File: config.mk
export PLATFORM = sky130hd
export DESIGN_NAME = nfu_2b_accum
export DESIGN_NICKNAME = d
export VERILOG_FILES = /design/src/rtl/nfu_2b_accum.sv
export SDC_FILE = /design/constraint.sdc
export NUM_CORES = 1
export LEC_CHECK = 0
export ABC_AREA = 1
export CELL_PAD_IN_SITES_DETAIL_PLACEMENT = 2
export CELL_PAD_IN_SITES_GLOBAL_PLACEMENT = 2
export CORE_ASPECT_RATIO = 0.7
export CORE_MARGIN = 1.5
export CORE_UTILIZATION = 37
export CTS_CLUSTER_SIZE = 16
export DETAILED_ROUTE_END_ITERATION = 10
export GPL_TIMING_DRIVEN = 1
export PLACE_DENSITY_LB_ADDON = 0.1
export SKIP_CTS_REPAIR_TIMING = 1
export SLEW_MARGIN = 15
export SYNTH_ARGS = -nofsm -noshare
export SYNTH_HDL_FRONTEND = slang
export SYNTH_SLANG_ARGS = --single-unit
File: constraint.sdc
create_clock -name clk -period 34.8 [get_ports clk]
set_input_delay 3.48 -clock clk [delete_from_list [all_inputs] [get_ports clk]]
set_output_delay 3.48 -clock clk [all_outputs]
set_load 0.01 [all_outputs]
File: src/rtl/nfu_2b_accum.sv
// NFU-2B: registered binary adder tree over Tn product lanes, followed by a
// tagged multi-beat accumulator that emits full-width and saturated sums.
module nfu_2b_accum #(
  parameter int BIT_WIDTH = 16,
  parameter int Tn        = 16,
  parameter int LOG2_TN   = 4,
  parameter int ACC_WIDTH = 32,
  parameter int CNT_WIDTH = 8
) (
  input  logic                    clk,
  input  logic                    rst,
  input  logic                    i_valid,
  input  logic                    i_first,
  input  logic                    i_last,
  input  logic [Tn*BIT_WIDTH-1:0] i_nfu2A,
  output logic                    o_valid,
  output logic [ACC_WIDTH-1:0]    o_sum_full,
  output logic [BIT_WIDTH-1:0]    o_sum,
  output logic                    o_overflow,
  output logic [CNT_WIDTH-1:0]    o_count,
  output logic                    o_protocol_err
);

  typedef enum logic {IDLE, ACCUM} state_t;

  localparam logic signed [ACC_WIDTH-1:0] SAT_MAX =
    {{(ACC_WIDTH-BIT_WIDTH+1){1'b0}}, {(BIT_WIDTH-1){1'b1}}};
  localparam logic signed [ACC_WIDTH-1:0] SAT_MIN =
    {{(ACC_WIDTH-BIT_WIDTH+1){1'b1}}, {(BIT_WIDTH-1){1'b0}}};
  localparam logic [CNT_WIDTH-1:0] CNT_MAX = '1;

  state_t                       state_q, state_d;
  logic signed [ACC_WIDTH-1:0]  acc_q, acc_d, sum_add, t_sum;
  logic [CNT_WIDTH-1:0]         cnt_q, cnt_d;
  logic                         ovf_q, ovf_d, err_d, start, add_ovf;
  logic [BIT_WIDTH-1:0]         sat_d;
  logic [LOG2_TN-1:0]           vld_sr, first_sr, last_sr;
  logic                         t_vld, t_first, t_last;

  // Stage 0 is the sign-extended input; stage s holds Tn>>s registered sums.
  for (genvar s = 0; s <= LOG2_TN; s++) begin : g_stage
    logic signed [ACC_WIDTH-1:0] node [Tn>>s];
    if (s == 0) begin : g_in
      always_comb begin
        for (int k = 0; k < Tn; k++)
          node[k] = ACC_WIDTH'($signed(i_nfu2A[k*BIT_WIDTH +: BIT_WIDTH]));
      end
    end else begin : g_add
      always_ff @(posedge clk or posedge rst) begin
        if (rst) begin
          for (int j = 0; j < (Tn>>s); j++) node[j] <= '0;
        end else begin
          for (int j = 0; j < (Tn>>s); j++)
            node[j] <= g_stage[s-1].node[2*j] + g_stage[s-1].node[2*j+1];
        end
      end
    end
  end

  assign t_sum   = g_stage[LOG2_TN].node[0];
  assign t_vld   = vld_sr[LOG2_TN-1];
  assign t_first = first_sr[LOG2_TN-1];
  assign t_last  = last_sr[LOG2_TN-1];

  always_ff @(posedge clk or posedge rst) begin
    if (rst) begin
      vld_sr   <= '0;
      first_sr <= '0;
      last_sr  <= '0;
    end else begin
      vld_sr[0]   <= i_valid;
      first_sr[0] <= i_first;
      last_sr[0]  <= i_last;
      for (int k = 1; k < LOG2_TN; k++) begin
        vld_sr[k]   <= vld_sr[k-1];
        first_sr[k] <= first_sr[k-1];
        last_sr[k]  <= last_sr[k-1];
      end
    end
  end

  always_comb begin
    state_d = state_q;
    acc_d   = acc_q;
    cnt_d   = cnt_q;
    ovf_d   = ovf_q;
    err_d   = o_protocol_err;
    start   = 1'b0;
    sum_add = acc_q + t_sum;
    add_ovf = (acc_q[ACC_WIDTH-1] == t_sum[ACC_WIDTH-1]) &&
              (sum_add[ACC_WIDTH-1] != acc_q[ACC_WIDTH-1]);
    if (t_vld) begin
      case (state_q)
        IDLE: begin
          start = 1'b1;
          if (!t_first) err_d = 1'b1;
        end
        ACCUM: begin
          start = t_first;
          if (t_first) err_d = 1'b1;
        end
        default: start = 1'b1;
      endcase
      if (start) begin
        acc_d = t_sum;
        cnt_d = CNT_WIDTH'(1);
        ovf_d = 1'b0;
      end else begin
        acc_d = sum_add;
        cnt_d = (cnt_q == CNT_MAX) ? cnt_q : cnt_q + 1'b1;
        ovf_d = ovf_q | add_ovf;
      end
      state_d = t_last ? IDLE : ACCUM;
    end
  end

  // Clamp is taken from the wrapped accumulator value.
  always_comb begin
    if (acc_d > SAT_MAX)      sat_d = SAT_MAX[BIT_WIDTH-1:0];
    else if (acc_d < SAT_MIN) sat_d = SAT_MIN[BIT_WIDTH-1:0];
    else                      sat_d = acc_d[BIT_WIDTH-1:0];
  end

  always_ff @(posedge clk or posedge rst) begin
    if (rst) begin
      state_q        <= IDLE;
      acc_q          <= '0;
      cnt_q          <= '0;
      ovf_q          <= 1'b0;
      o_protocol_err <= 1'b0;
      o_valid        <= 1'b0;
      o_sum_full     <= '0;
      o_sum          <= '0;
      o_overflow     <= 1'b0;
      o_count        <= '0;
    end else begin
      state_q        <= state_d;
      acc_q          <= acc_d;
      cnt_q          <= cnt_d;
      ovf_q          <= ovf_d;
      o_protocol_err <= err_d;
      o_valid        <= t_vld & t_last;
      if (t_vld && t_last) begin
        o_sum_full <= acc_d;
        o_sum      <= sat_d;
        o_overflow <= ovf_d;
        o_count    <= cnt_d;
      end
    end
  end

endmodule

==> results.yml, run 1 <==
yosys:
  ys.flop_type: "dfrtp_1"
  avgSynthCellArea_um2: 8.68
  yosys_warnings: 0
  synthArstFlopShare_pct: 100
  syn_nets: 3270
  netlist_instances: 2709
  synthTopCellsByCount: "nand2_1, dfrtp_1, inv_1, ha_1, a21oi_1"
  synth.most_common_cell: "nand2_1"
  yosys-top-cells-area: "dfrtp_1, ha_1, nand2_1"
  seq_area_frac_synth_pct: 40.3
  synth_cell_types: 54
  synth_top_area_cell: "dfrtp_1"
  synthesis.area_mm2: 0.0235
  synth_top_area_share_pct: 40.3
  yosys_register_bits: 379
  synth_edf_count: 0
setup_path:
  cp.arrival_ps: 6560
  crit_path_max_fanout: 2
  cp-start-kind: "primary input"
  worstSetupEndpointType: "flip-flop"
  crit_type: "in2reg"
  required_ps: 35230
timing:
  setup_viol: 0
  relSlewSlack_pct: 30.6
  finalCritPeriodShare_pct: 17.6
  max_freq_mhz: 163
  fin_crit_ps: 6130
  worst_slack_ps: 28670
  timing.setup.tns_ps: 0
  rsz0062_at_grt: "false"
  whs_ps: 354
  drv_slew: 0
  hold_viol_final: 0
  tightest_slew_ps: 1040
  clock_skew_ps: 14.4
clock_network:
  clk_path_buf_depth: 3
  cts_tree: "done"
  clock_tree.root_cell: "clkbuf_16"
  insertion_delay_ps: 560
  cts.sinks: 379
  path_clk_slew_ps: 60
  ctsHtreeMaxLevel: 2
  numCtsBuffers: 42
placement:
  dpl.hpwl_um: 58500
  numPlacedInstances: 3841
  place_congestion: 0.832
  io_buffers: 319
  postPlaceCellArea_mm2: 0.0277
  place_ws_ps: 28050
routing:
  drc_errors: 0
  drt_iter0_drc: 591
  wire_per_inst_um: 18.9
  via_per_inst: 5.04
  ant_nets: 0
  first_pass_iters: 4
  vias: 19742
  wirelength_um: 73900
hold_path:
  hold_class: "reg2reg"
power_and_ir_drop:
  ir_drop_mv: 0.0384
  clkPwrFrac_pct: 19.6
  switching_power_mw: 1.12
  powerDensity_mw_per_mm2: 87.0
  leakage_nw: 14.5
  p_seq_share_pct: 27.4
  netSwitchingFraction_pct: 44.3
  internal_power_mw: 1.42
  power_mw: 2.54
  comb_power_share_pct: 53.0
global_route:
  antenna_found_initial: 1
  grt_max_degree: 152
  gr-total-overflow: 0
  grt_pass1_vias: 22830
  grt_pass1_wl_um: 121000
  grt_usage_pct: 23.0
die:
  die-area_mm2: 0.0651
  die_h_um: 214
  ios: 320
  die_w_um: 304
  num_rows: 77
  initial_core_util_pct: 37.3
  core_area_mm2: 0.0630
finish:
  final_cells: 3915
  area_growth_pct: 24.3
  fin_util_pct: 46.4
  fin_area_mm2: 0.0292
  final_nets: 3618
  layout-drive-gt1-share_pct: 4.86
  antennaDiodeCount: 0
status:
  status: "complete, no violations"
flow_run:
  max-cap-violations: 0
[cell families (layout without fill, tap and decap cells)]
kind of cell,count (synthesis),after routing,synth area share (%)
adder cells (fa/ha/maj),300,300,16.5
AO/OA/AOI/OAI,476,476,11.3
flip-flops,379,379,40.3
AND/OR/NAND/NOR,939,939,17.0
buffers and inverters,386,763,6.33
XOR/XNOR,229,229,8.53
[final timing paths]
kind                            cells after the start  slack, ps                    to         from
max in group asynchronous                           5      28780  g_stage[1].node[135]          rst
worst min register to register                      0        350           first_sr[2]  first_sr[1]
worst max-delay path                               14      28670  g_stage[1].node[208]  i_nfu2A[32]
worst max register to register                     14      30830             o_sum[11]  first_sr[3]
worst min-delay path                                0        350           first_sr[2]  first_sr[1]
min in group asynchronous                           2       3370        o_sum_full[27]          rst
[power by group through the flow]
stage	logic (mW)	registers [mW]	clock network, mW
after floorplan	0.918	0.664	0
after global placement	1.26	0.695	0
after detailed placement	1.34	0.702	0
after CTS	1.37	0.698	0.510
after global routing	1.52	0.711	0.527
final	1.35	0.697	0.497
[worst max-delay path, stage by stage]
cell and delay (ps):
clkdlybuf4s50_1 460, ha_1 160, inv_1 50, fa_1 410, inv_1 70, a31oi_1 130, o21ai_0 370, a21boi_0 230
o21ai_0 360, a21boi_0 200, o21ai_0 310, nand2_1 130, nand4_1 90, o21ai_0 100
[routing by layer]
layer	vias up	GRT usage, %	routed length [um]
met2	255	40.5	36400
met4	2	5.08	1400
li1	9541	-	-
met5	-	0	11
met1	9846	30.1	34100
met3	98	2.94	2000
[placed cells by master, fill, tap and decap left out, drive strengths merged, types with 19 or more instances in the layout]
cell type / count
nor2: 109
o21ai: 134
xnor2: 83
a21oi: 225
dfrtp: 379
nand2: 667
xor2: 146
inv: 361
nand3: 112
nand4: 19
a21boi: 44
clkdlybuf4s50: 319
nor3: 20
clkbuf: 59
ha: 284
[cell type report]
type	count	area, um2
fill	6876	33800
multi-input combinational	1944	12500
sequential	379	9480
timing repair buffer	326	3280
inverter	364	1370
clock buffer	59	1170
tap	829	1040
clock inverter	14	332
[flip-flops by register name, summed over array words and instances (netlist names), 4 cells and up]
name          cells
acc_q            32
cnt_q             8
first_sr          4
g_stage.node    266
last_sr           4
o_count           8
o_sum            16
o_sum_full       32
vld_sr            4
Power figures use the tool's default switching activity.
==> inputs of run 2 (changes only) <==
Settings changed: CORE_UTILIZATION 37 to 31.
Clock period 34.8 ns to 5.3 ns, I/O delays scaled along.
==> results.yml, run 2 (same netlist as run 1, synthesis figures left out) <==
status:
  status: "complete, no violations"
timing:
  hold_viol_final: 0
  fin_crit_ps: 3590
  relSlewSlack_pct: 31.1
  worst_slack_ps: 1710
  max_freq_mhz: 279
  setup_viol: 0
  rsz0062_at_grt: "false"
  tightest_slew_ps: 1030
  finalCritPeriodShare_pct: 67.6
  clock_skew_ps: 27.1
  drv_slew: 0
die:
  core_area_mm2: 0.0750
  ios: 320
  die-area_mm2: 0.0775
  num_rows: 84
  die_w_um: 332
  die_h_um: 233
  initial_core_util_pct: 31.3
finish:
  mostFrequentLayoutCell: "nand2_1"
  reg.largest.list: "g_stage.node: 266 flops, acc_q: 32 flops, o_sum_full: 32 flops"
  layout-drive-gt1-share_pct: 5.08
  fillers: 8359
  fin_util_pct: 39.1
  final_nets: 3622
  antennaDiodeCount: 0
  multiInputGateArea_mm2: 0.0125
  final_cells: 4080
  final_cell_mix: "nand2_1, dfrtp_1, inv_1"
  largest_reg_flops: 266
  area_growth_pct: 24.7
  largest_register: "g_stage.node"
  seq_area_mm2: 0.00948
placement:
  place_ws_ps: 1490
  place_congestion: 0.809
  io_buffers: 319
  numPlacedInstances: 4005
  dpl.hpwl_um: 58500
clock_network:
  clock_tree.root_cell: "clkbuf_16"
  clk_path_buf_depth: 3
  numCtsBuffers: 43
  ctsHtreeMaxLevel: 2
  cts_tree: "done"
  insertion_delay_ps: 580
  cts.sinks: 379
  path_clk_slew_ps: 60
setup_path:
  crit_path_max_fanout: 22
  cp.arrival_ps: 4030
  cp_top_family: "simple AND/OR/NAND/NOR gates"
  path_depth: 16
  crit_chain: "inv_1 > ha_1 > buf_4 > nand2_1 > inv_1 > nand3_1 > nand2_1 > nand3_2 > nor2_1 > nand2_1 > nor2_2 > nand2_2 > nand2_4 > nand2_1 > nand3_1 > nand2_1"
  required_ps: 5750
  startpoint: "first_sr[3]"
  cp-start-kind: "flip-flop"
  critPathBufInv: 3
  crit_path_max_incr_delay_ps: 800
  reg2reg_depth: 16
  crit_slowest_cell: "inv_1"
  r2r_start: "first_sr[3]"
  cp_common_cell: "nand2_1"
  crit_type: "reg2reg"
  worstSetupEndpointType: "flip-flop"
hold_path:
  hold_class: "reg2reg"
  worstHoldStart: "first_sr[2]"
  whs_path_depth: 0
power_and_ir_drop:
  p_seq_share_pct: 28.2
  internal_power_mw: 8.97
  powerDensity_mw_per_mm2: 555
  netSwitchingFraction_pct: 44.9
  clkPwrFrac_pct: 18.2
  ir_drop_mv: 0.219
  leakage_nw: 14.5
  power_mw: 16.3
  comb_power_share_pct: 53.6
  switching_power_mw: 7.30
routing:
  via_per_inst: 4.76
  vias: 19405
  wl_met1_um: 35300
  topRoutingLayerUsed: "met4"
  drc_errors: 0
  wire_per_inst_um: 17.5
  routed-wl-met2_um: 32600
  drt_iter0_drc: 553
  first_pass_iters: 4
  wirelength_um: 71300
  wl_met3_um: 2070
  ant_nets: 0
global_route:
  grt_pass1_vias: 21929
  antenna_found_initial: 3
  grt_usage_pct: 18.6
  grt_max_degree: 124
  grt_pass1_wl_um: 116000
  gr-total-overflow: 0
flow_run:
  max-cap-violations: 0
## run 2: power by group through the flow
stage	logic [mW]	clock network, mW	registers (mW)
after global placement	8.42	0	4.62
final	8.73	2.96	4.59
after floorplan	6.03	0	4.36
after CTS	8.89	3.07	4.60
after global routing	9.92	3.17	4.68
after detailed placement	8.79	0	4.64
## run 2: final timing paths
path | to | slack, ps
min in group asynchronous | o_sum_full[25] | 410
max in group asynchronous | o_count[3] | 3630
hold / removal | first_sr[3] | 350
hold reg to reg | first_sr[3] | 350
setup reg to reg | o_sum[8] | 1710
setup / recovery | o_sum[8] | 1710
## run 2: area by class of cell
type                    instances  area share, %
multi-input cells            1944           42.8
inverters                     364           4.67
clock inverters                13          0.401
well taps                     989           4.22
flip-flops and latches        379           32.4
clock buffers                  62           4.33
repair buffers                329           11.2
## run 2: worst reg2reg max path, stage by stage, from the launching register on
cell and delay (ps):
dfrtp_1 370, inv_1 110, ha_1 160, buf_4 260
nand2_1 200, inv_1 800, nand3_1 390, nand2_1 250
nand3_2 90, nor2_1 130, nand2_1 90, nor2_2 100
nand2_2 90, nand2_4 170, nand2_1 90, nand3_1 90
nand2_1 90
## run 2: stage by stage
step | hold WS (ps) | area (um2) | TNS [ps]
4_1_cts | 350 | 29300 | 0
3_3_place_gp | 336 | 27900 | 0
3_5_place_dp | 336 | 27900 | 0
5_1_grt | 358 | 29300 | 0
6_report | 347 | 29300 | 0
2_1_floorplan | 331 | 23500 | -122050
## run 2: layer usage
metal / vias up / GRT usage [%]
met2: 250 / 30.7
met1: 9510 / 25.9
met4: 0 / 4.04
li1: 9564 / -
met3: 81 / 2.51
met5: - / 0
==> inputs of run 3 (changes only) <==
Settings changed: CORE_UTILIZATION 31 to 34.
Clock period 5.3 ns to 3.3 ns, I/O delays scaled along.
==> results.yml, run 3 (same netlist as run 1, synthesis figures left out) <==
status:
  status: "complete, no violations"
clock_network:
  path_clk_slew_ps: 60
  clk_path_buf_depth: 3
  ctsHtreeMaxLevel: 2
  clock_tree.root_cell: "clkbuf_16"
  numCtsBuffers: 42
  insertion_delay_ps: 570
  cts_tree: "done"
  cts.sinks: 379
flow_run:
  max-cap-violations: 0
timing:
  relSlewSlack_pct: 54.2
  fin_crit_ps: 3040
  setup_viol: 0
  clock_skew_ps: 25.7
  rsz0062_at_grt: "false"
  max_freq_mhz: 328
  whs_ps: 203
  hold_viol_final: 0
  tightest_slew_ps: 686
  drv_slew: 0
  finalCritPeriodShare_pct: 92.3
routing:
  vias: 19688
  via_per_inst: 4.87
  first_pass_iters: 4
  wire_per_inst_um: 17.9
  ant_nets: 0
  wirelength_um: 72600
  drt_iter0_drc: 626
  drc_errors: 0
finish:
  final_nets: 3671
  final_cells: 4043
  fin_util_pct: 43.6
  area_growth_pct: 26.5
  mostFrequentLayoutCell: "nand2_1"
  fillers: 7532
  final_cell_mix: "nand2_1, dfrtp_1, inv_1"
  largest_register: "g_stage.node"
  layout-drive-gt1-share_pct: 6.88
  largest_reg_flops: 266
  reg.largest.list: "g_stage.node: 266 flops, acc_q: 32 flops, o_sum_full: 32 flops"
  antennaDiodeCount: 0
global_route:
  grt_max_degree: 72
  grt_usage_pct: 20.9
  antenna_found_initial: 0
  grt_pass1_vias: 22528
  grt_pass1_wl_um: 119000
  gr-total-overflow: 0
hold_path:
  whs_path_depth: 1
  hold_class: "in2reg"
setup_path:
  cp.arrival_ps: 3490
  cp-start-kind: "flip-flop"
  reg2reg_depth: 21
  required_ps: 3750
  crit_type: "reg2reg"
  crit_path_max_fanout: 15
  worstSetupEndpointType: "flip-flop"
die:
  core_area_mm2: 0.0683
  initial_core_util_pct: 34.4
  die_h_um: 223
  num_rows: 80
  die-area_mm2: 0.0708
  die_w_um: 317
  ios: 320
power_and_ir_drop:
  powerDensity_mw_per_mm2: 900
  leakage_nw: 14.7
  ir_drop_mv: 0.385
placement:
  dpl.hpwl_um: 59400
  place_congestion: 0.866
  io_buffers: 319
  numPlacedInstances: 3968
run 3: changes by cell type in the layout (fill, tap and decap cells not counted), moves of 2 or more:
cell / delta
buf_12: +5
buf_4: +45
bufinv_16: +4
clkbuf_1: -3
clkbuf_16: -3
clkbuf_8: +4
clkinv_2: -2
clkinvlp_4: +2
nor2_1: -2
nor2_2: +2
o21ai_0: -2
o21ai_1: +2
run 3: stage by stage:
step | worst slack (ps) | setup TNS [ps] | area [um2] | power (mW)
6_report | 256 | 0 | 29700 | 26.8
5_1_grt | 35.8 | 0 | 29700 | 29.0
4_1_cts | 86.5 | 0 | 29700 | 27.1
3_5_place_dp | -30.7 | -56.3 | 28300 | 21.8
3_3_place_gp | 136 | 0 | 28300 | 21.0
2_1_floorplan | -2120 | -804250 | 23500 | 16.7
run 3: worst max-delay path: stages, from the launching register on:
cell and delay [ps]:
dfrtp_1 370, ha_1 190, inv_1 70, fa_1 420, inv_1 130, nand2_1 60
nand2_1 100, nand4_1 110, nand2_2 140, nand2_1 80, nand3_1 90, nand3_1 150
nand2_1 160, nand2_2 80, nor2_1 100, nand2_1 80, nor2_2 130, nand2_2 110
nand2_8 130, nand2_1 70, nand3_1 70, nand2_1 80
run 3: area by class of cell:
class / instances / area [um2] / share of cell area (%)
multi-input combinational: 1944 / 12600 / 42.3
sequential: 379 / 9480 / 31.9
timing repair buffer: 379 / 3730 / 12.5
inverter: 364 / 1370 / 4.61
clock buffer: 60 / 1240 / 4.16
tap: 902 / 1130 / 3.79
clock inverter: 15 / 221 / 0.745
run 3: worst paths after layout:
check	startpoint	end	slack, ps
worst max-delay path	acc_q[0]	o_sum[4]	260
worst min-delay path	i_first	first_sr[0]	200
worst max register to register	acc_q[0]	o_sum[4]	260
worst min register to register	last_sr[1]	last_sr[2]	350
max in group asynchronous	rst	g_stage[2].node[99]	2100
min in group asynchronous	rst	g_stage[2].node[32]	230
run 3: power breakdown:
group	leakage, nW	switching, mW	internal (mW)	total [mW]
Combinational	9.55	8.84	5.60	14.4
Clock	0.709	1.98	3.00	4.98
Sequential	4.49	1.01	6.33	7.34
Total	14.7	11.8	14.9	26.8
run 3: routing by layer:
metal,track usage [%],wire length (um),up-vias
met5,0,0,-
met4,3.79,1160,0
met1,28.4,34600,9707
met3,2.84,2240,73
met2,35.5,34600,258
li1,-,-,9650
